<file path="src/rtl/riscv_defines.sv">
// Shared RV32 definitions used by the MDU: word width, MDU funct3 encodings and
// the sequencer state encoding.
package riscv_defines;

  localparam int WORD_WIDTH     = 32;
  localparam int ITER_CNT_WIDTH = 6;

  typedef enum logic [2:0] {
    OP_MUL    = 3'd0,
    OP_MULH   = 3'd1,
    OP_MULHSU = 3'd2,
    OP_MULHU  = 3'd3,
    OP_DIV    = 3'd4,
    OP_DIVU   = 3'd5,
    OP_REM    = 3'd6,
    OP_REMU   = 3'd7
  } mdu_op_e;

  typedef enum logic [1:0] {
    IDLE   = 2'd0,
    CALC   = 2'd1,
    FINISH = 2'd2
  } mdu_state_e;

endpackage

</file>
<file path="src/rtl/mdu_iter_datapath.sv">
// Radix-2 iterative multiply/divide engine: one shared adder runs shift-add for
// multiply and restoring shift-subtract for divide on operand magnitudes.
module mdu_iter_datapath #(
  parameter int WORD_WIDTH = riscv_defines::WORD_WIDTH
) (
  input  logic                  clk_i,
  input  logic                  rst_ni,
  input  logic                  load_i,
  input  logic                  clear_i,
  input  logic                  iterate_i,
  input  logic [2:0]            op_i,
  input  logic [WORD_WIDTH-1:0] operand_a_i,
  input  logic [WORD_WIDTH-1:0] operand_b_i,
  output logic [WORD_WIDTH-1:0] result_o
);
  import riscv_defines::*;

  localparam int W = WORD_WIDTH;

  logic [2:0]     op_reg;
  logic           neg_reg;
  logic [W-1:0]   mag_reg;
  logic [2*W-1:0] acc_reg;

  logic           a_signed, b_signed, sign_a, sign_b, neg_in;
  logic [W-1:0]   mag_a, mag_b;
  logic           is_div;
  logic [W:0]     rem_shift, add_a, add_b;
  logic [W+1:0]   sum;
  logic           ge;
  logic [2*W-1:0] acc_iter;
  logic [2*W-1:0] prod_fix;
  logic [W-1:0]   div_word, div_fix;

  // Operand conditioning at accept: magnitudes plus the final result sign
  always_comb begin
    a_signed = op_i[2] ? ~op_i[0] : (op_i != OP_MULHU);
    b_signed = op_i[2] ? ~op_i[0] : ~op_i[1];
    sign_a   = a_signed & operand_a_i[W-1];
    sign_b   = b_signed & operand_b_i[W-1];
    mag_a    = sign_a ? -operand_a_i : operand_a_i;
    mag_b    = sign_b ? -operand_b_i : operand_b_i;
    if (op_i[2] && op_i[1]) neg_in = sign_a;
    else                    neg_in = sign_a ^ sign_b;
  end

  // Shared adder: multiply adds the multiplicand, divide adds ~divisor + 1
  always_comb begin
    is_div    = op_reg[2];
    rem_shift = acc_reg[2*W-1:W-1];
    add_a     = is_div ? rem_shift : {1'b0, acc_reg[2*W-1:W]};
    if (is_div)          add_b = ~{1'b0, mag_reg};
    else if (acc_reg[0]) add_b = {1'b0, mag_reg};
    else                 add_b = '0;
    sum = {1'b0, add_a} + {1'b0, add_b} + {{(W+1){1'b0}}, is_div};
    ge  = sum[W+1];
    if (is_div)
      acc_iter = {(ge ? sum[W-1:0] : rem_shift[W-1:0]), acc_reg[W-2:0], ge};
    else
      acc_iter = {sum[W:0], acc_reg[W-1:1]};
  end

  always_ff @(posedge clk_i or negedge rst_ni) begin
    if (!rst_ni) begin
      op_reg  <= '0;
      neg_reg <= 1'b0;
      mag_reg <= '0;
      acc_reg <= '0;
    end else if (clear_i) begin
      op_reg  <= '0;
      neg_reg <= 1'b0;
      mag_reg <= '0;
      acc_reg <= '0;
    end else if (load_i) begin
      op_reg  <= op_i;
      neg_reg <= neg_in;
      mag_reg <= op_i[2] ? mag_b : mag_a;
      acc_reg <= op_i[2] ? {{W{1'b0}}, mag_a} : {{W{1'b0}}, mag_b};
    end else if (iterate_i) begin
      acc_reg <= acc_iter;
    end
  end

  // Sign fixup: full-width negate for products, per-word negate for quotient/remainder
  always_comb begin
    prod_fix = neg_reg ? -acc_reg : acc_reg;
    div_word = op_reg[1] ? acc_reg[2*W-1:W] : acc_reg[W-1:0];
    div_fix  = neg_reg ? -div_word : div_word;
    if (op_reg[2])             result_o = div_fix;
    else if (op_reg == OP_MUL) result_o = prod_fix[W-1:0];
    else                       result_o = prod_fix[2*W-1:W];
  end

endmodule

</file>
<file path="src/rtl/mdu_sequencer.sv">
// RV32M multiply/divide sequencer: FSM, iteration counter, fast-path detection,
// pipeline stall, completion strobe and flush handling around the iterative engine.
module mdu_sequencer #(
  parameter int WORD_WIDTH     = riscv_defines::WORD_WIDTH,
  parameter int ITER_CNT_WIDTH = riscv_defines::ITER_CNT_WIDTH
) (
  input  logic                  clk_i,
  input  logic                  rst_ni,
  input  logic                  start_i,
  input  logic [2:0]            op_i,
  input  logic [WORD_WIDTH-1:0] operand_a_i,
  input  logic [WORD_WIDTH-1:0] operand_b_i,
  input  logic                  flush_i,
  output logic                  stall_o,
  output logic [WORD_WIDTH-1:0] result_o,
  output logic                  valid_o,
  output logic                  busy_o
);
  import riscv_defines::*;

  localparam logic [ITER_CNT_WIDTH-1:0] LAST_ITER = ITER_CNT_WIDTH'(WORD_WIDTH - 1);
  localparam logic [WORD_WIDTH-1:0]     MIN_INT   = {1'b1, {(WORD_WIDTH-1){1'b0}}};

  mdu_state_e                state_reg, state_next;
  logic [ITER_CNT_WIDTH-1:0] cnt_reg, cnt_next;
  logic                      fast_reg;
  logic [WORD_WIDTH-1:0]     fast_result_reg;

  logic                  accept, iterate;
  logic                  b_zero, overflow, fast_in;
  logic [WORD_WIDTH-1:0] fast_value, dp_result;

  // Divide fast paths: divide-by-zero and the signed MIN_INT / -1 overflow
  always_comb begin
    b_zero   = (operand_b_i == '0);
    overflow = ~op_i[0] && (operand_a_i == MIN_INT) && (operand_b_i == '1);
    fast_in  = op_i[2] && (b_zero || overflow);
    if (b_zero) fast_value = op_i[1] ? operand_a_i : '1;
    else        fast_value = op_i[1] ? '0 : MIN_INT;
  end

  always_comb begin
    state_next = state_reg;
    cnt_next   = '0;
    stall_o    = 1'b0;
    valid_o    = 1'b0;
    iterate    = 1'b0;
    accept     = 1'b0;
    case (state_reg)
      IDLE: begin
        if (start_i && !flush_i) begin
          accept     = 1'b1;
          stall_o    = 1'b1;
          state_next = fast_in ? FINISH : CALC;
        end
      end
      CALC: begin
        stall_o = 1'b1;
        iterate = 1'b1;
        if (cnt_reg == LAST_ITER) state_next = FINISH;
        else                      cnt_next   = cnt_reg + ITER_CNT_WIDTH'(1);
      end
      FINISH: begin
        valid_o    = 1'b1;
        state_next = IDLE;
      end
      default: state_next = IDLE;
    endcase
    if (flush_i) begin
      state_next = IDLE;
      cnt_next   = '0;
    end
  end

  always_ff @(posedge clk_i or negedge rst_ni) begin
    if (!rst_ni) begin
      state_reg       <= IDLE;
      cnt_reg         <= '0;
      fast_reg        <= 1'b0;
      fast_result_reg <= '0;
    end else begin
      state_reg <= state_next;
      cnt_reg   <= cnt_next;
      if (accept) begin
        fast_reg        <= fast_in;
        fast_result_reg <= fast_value;
      end else if (flush_i || state_reg == FINISH) begin
        fast_reg        <= 1'b0;
        fast_result_reg <= '0;
      end
    end
  end

  mdu_iter_datapath #(
    .WORD_WIDTH(WORD_WIDTH)
  ) u_datapath (
    .clk_i      (clk_i),
    .rst_ni     (rst_ni),
    .load_i     (accept),
    .clear_i    (flush_i),
    .iterate_i  (iterate),
    .op_i       (op_i),
    .operand_a_i(operand_a_i),
    .operand_b_i(operand_b_i),
    .result_o   (dp_result)
  );

  assign busy_o   = (state_reg != IDLE);
  assign result_o = valid_o ? (fast_reg ? fast_result_reg : dp_result) : '0;

endmodule

</file>
<file path="config.mk">
export PLATFORM = sky130hd
export DESIGN_NAME = mdu_sequencer
export DESIGN_NICKNAME = d
export VERILOG_FILES = /design/src/rtl/riscv_defines.sv /design/src/rtl/mdu_iter_datapath.sv /design/src/rtl/mdu_sequencer.sv
export SDC_FILE = /design/constraint.sdc
export NUM_CORES = 1
export LEC_CHECK = 0
export ABC_CLOCK_PERIOD_IN_PS = 4600
export CORE_ASPECT_RATIO = 2
export CORE_MARGIN = 3
export CORE_UTILIZATION = 55
export CTS_CLUSTER_SIZE = 20
export DETAILED_ROUTE_END_ITERATION = 10
export PLACE_DENSITY = 0.81
export RECOVER_POWER = 25
export SLEW_MARGIN = 20
export SYNTH_ARGS = -nofsm -noshare
export SYNTH_HDL_FRONTEND = slang
export SYNTH_SLANG_ARGS = --single-unit
</file>
<file path="constraint.sdc">
create_clock -name clk_i -period 4.6 [get_ports clk_i]
set_clock_uncertainty 0.05 [all_clocks]
set_input_delay 0.69 -clock clk_i [delete_from_list [all_inputs] [get_ports clk_i]]
set_output_delay 0.69 -clock clk_i [all_outputs]
set_load 0.005 [all_outputs]
</file>
**Yosys cells after proc, flatten, opt, wreduce, memory -nomap -nowiden**

Cells that the tools add are included.

- Flip-flop bits (word level): 141
- Latch bits: 0
- Bits in writable memories: 0
- ROM bits: 0
- Bits of input ports: 71
- Output and inout bits: 35
- Memories kept: 0

- Add/sub/neg operators: 7
- $mul: 0
- Divide/modulo/power cells: 0
- $lt $le $gt $ge: 0
- Equality and inequality tests: 8
- Shift operators: 0
- Multiplexer cells: 48
- Bitwise gates (word level): 6
- Reductions and logical operators: 16

Operators by type and width:

| operator | number |
|---|---|
| two-way mux 32 bit | 19 |
| two-way mux 64 bit | 5 |
| negation 32 bit | 3 |
| two-way mux 33 bit | 2 |
| == test 32 bit, second input constant | 2 |
| negation 64 bit | 1 |
| adder 33 x 33 -> 34 bit | 1 |
| adder 34 x 1 -> 34 bit | 1 |
| inverter 32 -> 33 bit | 1 |
| zero test 32 bit | 1 |
| two-way mux 6 bit | 3 |
| two-way mux 1 bit | 11 |
| two-way mux 2 bit | 4 |
| adder 6 x 1 -> 6 bit, second input constant | 1 |
| == test 6 x 5 -> 1 bit, second input constant | 1 |
| two-way mux 3 bit | 2 |
| inequality test 3 bit, second input constant | 2 |
| nonzero test 2 bit | 3 |
| logical AND 1 bit | 5 |
| one-hot mux 2 bit (2 select lines) | 1 |
| zero test 3 bit | 1 |
| inequality test 3 x 2 -> 1 bit, second input constant | 1 |
| nonzero test 3 bit | 1 |
| bitwise AND 1 bit | 2 |
| other kinds (9) | 11 |

**Logic depth before layout (Yosys ltp)**

Gate-level depths: netlist (run 1).

- Depth after elaboration: 9
- Gate-level depth with buffers: 18

**Cells and area by module**

Synthesis (run 1) repeated with hierarchy kept, for this count alone.

- Cells, all modules: 1981
- Area total of the unflattened synthesis: 14920.6 um2

By module, submodules not included:

| module | instances | cells an instance | area an instance (um2) | sequential area each (um2) |
|---|---|---|---|---|
| mdu_iter_datapath | 1 | 1721 | 12423.2 | 2502.4 |
| mdu_sequencer | 1 | 260 | 2497.4 | 1026.0 |

**Worst setup path after synthesis (run 1)**

Ideal clock, no wire load.

- Kind: register -> output
- From: register u_datapath.op_reg[1]
- To: output result_o[18]
- Arrival time: 3.801 ns
- Data required time: 3.860 ns
- Setup slack: 0.059 ns
- Cell stages (with the launch flop): 14
- Path buffers: 5
- Cell sequence: dfrtp_1 -> clkbuf_1 -> clkbuf_1 -> buf_1 -> buf_1 -> buf_2 -> mux2i_1 -> ha_1 -> o221ai_1 -> o41a_1 -> xor2_1 -> a221oi_1 -> a21oi_1 -> a211oi_1

- Longest elaborated chain between the ends: 6

RTL lines:

| element | line | source |
|---|---|---|
| start, declared | mdu_iter_datapath.sv:20 | `logic [2:0] op_reg;` |
| start signal, assigned | mdu_iter_datapath.sv:75 | `op_reg <= op_i;` |
| two-way mux 32 bit | mdu_iter_datapath.sv:87 | `div_word = op_reg[1] ? acc_reg[2*W-1:W] : acc_reg[W-1:0];` |
| negation 32 bit | mdu_iter_datapath.sv:88 | `div_fix = neg_reg ? -div_word : div_word;` |
| two-way mux 32 bit | mdu_iter_datapath.sv:88 |  |
| two-way mux 32 bit * | mdu_iter_datapath.sv:89 | `if (op_reg[2]) result_o = div_fix;` |
| two-way mux 32 bit * (2 in a row) | mdu_sequencer.sv:109 | `assign result_o = valid_o ? (fast_reg ? fast_result_reg : dp_result) : '0;` |
| end, declared | mdu_sequencer.sv:15 | `output logic [WORD_WIDTH-1:0] result_o,` |

Mark *: on every way between the ends. The rest lies on a longest branch, timed or not.

**Worst setup path in the final report (run 1)**

- From: register u_datapath.acc_reg[10]
- To: output result_o[22]

- Longest elaborated chain between the ends: 6

RTL lines:

| element | line | source |
|---|---|---|
| start, declared | mdu_iter_datapath.sv:23 | `logic [2*W-1:0] acc_reg;` |
| start signal, assigned | mdu_iter_datapath.sv:78 | `acc_reg <= op_i[2] ? {{W{1'b0}}, mag_a} : {{W{1'b0}}, mag_b};` |
| start signal, assigned | mdu_iter_datapath.sv:80 | `acc_reg <= acc_iter;` |
| negation 64 bit or two-way mux 32 bit (tied branches) | mdu_iter_datapath.sv:86, mdu_iter_datapath.sv:87 |  |
| two-way mux 64 bit or negation 32 bit (tied branches) | mdu_iter_datapath.sv:86, mdu_iter_datapath.sv:88 |  |
| two-way mux 32 bit, on equally long branches | mdu_iter_datapath.sv:90, mdu_iter_datapath.sv:88 |  |
| two-way mux 32 bit * | mdu_iter_datapath.sv:89 |  |
| two-way mux 32 bit * (2 in a row) | mdu_sequencer.sv:109 |  |

Marks and branches as above.

==> results of run 1 <==
through the flow:
stage / hold WS [ns] / power (mW) / area [um^2] / util
floorplan: 0.344 / 2.78 / 14700 / -
global placement: 0.398 / 3.64 / 16400 / 0.630
detailed placement: 0.410 / 3.67 / 16400 / 0.630
CTS: 0.222 / 5.14 / 17100 / 0.658
global route: 0.241 / 5.54 / 17400 / 0.669
finish: 0.201 / 5.35 / 17400 / 0.669
worst max path at each step:
| stage | start | to | slack (ns) | cells past startpoint |
|---|---|---|---|---|
| 2_1_floorplan | u_datapath.op_reg[1]$_DFFE_PN0P_ | result_o[18] | 0.06 | 13 |
| 4_1_cts | u_datapath.acc_reg[0]$_DFFE_PN0P_ | result_o[30] | -0.03 | 12 |
| 6_report | u_datapath.acc_reg[10]$_DFFE_PN0P_ | result_o[22] | 0.03 | 11 |
| 5_1_grt | u_datapath.acc_reg[1]$_DFFE_PN0P_ | result_o[22] | -0.04 | 12 |
| 3_3_place_gp | u_datapath.acc_reg[0]$_DFFE_PN0P_ | result_o[22] | 0.23 | 12 |
| 3_5_place_dp | u_datapath.acc_reg[0]$_DFFE_PN0P_ | result_o[22] | 0.17 | 12 |
cell usage after synthesis, types with 11 or more instances:
master,instances
o31ai_1,42
nand4_1,28
o22ai_1,16
nor2b_1,29
a21oi_1,137
ha_1,38
o221ai_1,41
mux2_2,37
nor4_1,14
o41ai_1,11
o211ai_1,13
a21o_1,18
nand2b_1,13
xnor2_1,97
a31oi_1,17
inv_1,27
mux2i_1,67
or3_1,21
dfrtp_1,141
or4_1,15
clkbuf_1,157
a221o_1,12
xor2_1,79
nor3_1,48
nand2_1,238
nand3_1,48
o21ai_0,244
nor2_1,177
a211oi_1,13
buf_1,15
kinds of logic (layout without fill, tap and decap cells):
kind of cell	count (synthesis)	after routing	share of synthesized area
and+or+nand+nor	681	681	0.219
adders and majority gates	40	40	0.0352
other	0	2	0
DFF	141	141	0.241
buffers and inverters	212	296	0.0562
AOI/OAI and AO/OA	635	635	0.270
xor gates and xnor gates	176	176	0.105
muxes	104	104	0.0742
power breakdown:
part | total, mW | switching (mW) | internal [mW]
Combinational | 2.39 | 1.51 | 0.881
Clock | 1.47 | 0.719 | 0.747
Sequential | 1.49 | 0.159 | 1.33
Total | 5.35 | 2.39 | 2.95
final cells by class:
| class | instances | area, um^2 |
|---|---|---|
| Multi-Input combinational cell | 1636 | 10600 |
| Fill cell | 2295 | 8590 |
| Sequential cell | 141 | 3540 |
| Timing Repair Buffer | 234 | 2060 |
| Clock buffer | 17 | 425 |
| Tap cell | 340 | 425 |
| Clock inverter | 15 | 206 |
| Inverter | 30 | 113 |
| Antenna cell | 2 | 5.00 |
critical path, delay by kind of cell (launching register included):
| family | cells | cell delay (ns) |
|---|---|---|
| AND/OR/NAND/NOR | 4 | 1.43 |
| flip-flops | 1 | 0.39 |
| buffers and inverters | 3 | 0.90 |
| XOR/XNOR | 1 | 0.17 |
| AO/OA/AOI/OAI | 3 | 0.47 |
timing repair:
item                                    in CTS  in global routing
buffers inserted                             4                  7
gates resized for setup                     18                 49
pin swaps                                    4                 14
endpoints found under the setup margin      18                 26
endpoints found under the hold margin        0                  0
routing by layer:
metal  track usage  vias up  wire (um)
li1              -     7378          -
met1         0.452     7751      20200
met2         0.712     1124      29900
met3        0.0994      435       5580
met4         0.459        0       8670
met5             0        -          0
==> flow_metrics.env, run 1 <==
export IMPL_initial_core_util=0.565
export IMPL_synth_edff_count=0
export IMPL_r2r_end="u_datapath.acc_reg[35]$_DFFE_PN0P_"
export IMPL_rrSetupSlack_ns=0.28
export IMPL_tns_ns=0
export IMPL_dieHeight_um=237
export IMPL_worstPathCellList="or4_4 > nor4b_4 > buf_4 > nand2_2 > or4_4 > buf_6 > o41ai_4 > xnor2_1 > a21oi_1 > o21ai_1 > clkdlybuf4s50_1"
export IMPL_reg2regPathDepth=14
export IMPL_maxSlewViolCount=0
export IMPL_syn_cell_area_um2=14700
export IMPL_pre_cts_ws_ns=0.170
export IMPL_vdd_drop_max_mv=0.294
export IMPL_finalHoldViolCount=0
export IMPL_yosys_area_top_type="dfrtp_1"
export IMPL_vias_per_cell=6.91
export IMPL_largest_reg_flops=64
export IMPL_startpoint_type="flop"
export IMPL_drv_cap=0
export IMPL_ys_types=77
export IMPL_synth_top_flop_cell="dfrtp_1"
export IMPL_mostFrequentLayoutCells="nand2_1, o21ai_0, nor2_1"
export IMPL_syn_inst=1989
export IMPL_drt_iter0_drc=1837
export IMPL_setup_slack_ns=0.0260
export IMPL_routed_wirelength_mm=64.3
export IMPL_antenna_found_initial=2
export IMPL_place_gp_congestion=1.04
export IMPL_drive_above_1_share=0.135
export IMPL_ant_nets=0
export IMPL_final_cell_count_no_fill=2415
export IMPL_cts_tree="done"
export IMPL_ys_ff_latch=141
export IMPL_yosysSeqAreaShare=0.241
export IMPL_p_leak_nw=7.02
export IMPL_slowest_delay_ns=0.57
export IMPL_r2r_start="u_datapath.op_reg[2]$_DFFE_PN0P_"
export IMPL_hp_class="in -> async"
export IMPL_cts_buffers=17
export IMPL_grt_pass1_wl_mm=95.9
export IMPL_netlist_area_leader_share=0.241
export IMPL_crit_type="reg -> out"
export IMPL_avgSynthCellArea_um2=7.37
export IMPL_dp_hpwl_mm=48.8
export IMPL_clkTransAtPathRegs_ns=0.07
export IMPL_drc_errors=0
export IMPL_setup_viol=0
export IMPL_dp_cells=2370
export IMPL_path_max_fanout=8
export IMPL_postCtsHoldBufs=0
export IMPL_portBuffers=105
export IMPL_slew_headroom=0.335
export IMPL_clock_path_buffers=2
export IMPL_critPathRequiredTime_ns=3.86
export IMPL_synthTopCellsByArea="dfrtp_1, o21ai_0, nand2_1"
export IMPL_grt_pass1_vias=16200
export IMPL_cp_common_cell="or4_4"
export IMPL_fp_coreArea_um2=26000
export IMPL_outcome="complete, no violations"
export IMPL_arrival_ns=3.83
export IMPL_clk_latency_ns=0.47
export IMPL_tightest_slew_ns=0.997
export IMPL_fmax_mhz=219
export IMPL_cpMaxStageDelayCell="or4_4"
export IMPL_ctsHtreeMaxLevel=4
export IMPL_endpoint_kind="output pin"
export IMPL_gr_total_overflow=0
export IMPL_drtPass1Iterations=6
export IMPL_dieArea_um2=28800
export IMPL_vias=16700
export IMPL_rsz0062_at_grt="true"
export IMPL_syn_num_nets=2100
export IMPL_routedWlPerCell_um=26.6
export IMPL_min_period_ns=4.57
export IMPL_grt_max_degree=85
export IMPL_rows=83
export IMPL_clockRootBuffer="clkbuf_16"
export IMPL_numClockSinks=141
export IMPL_io_pins=106
export IMPL_post_route_period_util=0.994
export IMPL_grt_usage=0.444
export IMPL_die_w_um=121
export IMPL_ys_warn_count=0
export IMPL_async_reset_ff_frac=1.00
export IMPL_area_delta_synth_final_pct=18.5
export IMPL_nets=2171
export IMPL_powerDensity_nw_per_um2=308
Power figures use the tool's default switching activity.
==> run 2, diff against run 1 <==
--- a/config.mk
+++ b/config.mk
@@ -11,6 +11,7 @@
 export CORE_UTILIZATION = 55
 export CTS_CLUSTER_SIZE = 20
 export DETAILED_ROUTE_END_ITERATION = 10
+export HOLD_SLACK_MARGIN = 0.08
 export PLACE_DENSITY = 0.81
 export RECOVER_POWER = 25
 export SLEW_MARGIN = 20
==> results of run 2 <==
Final layout, timing and power as in run 1 (identical DEF).
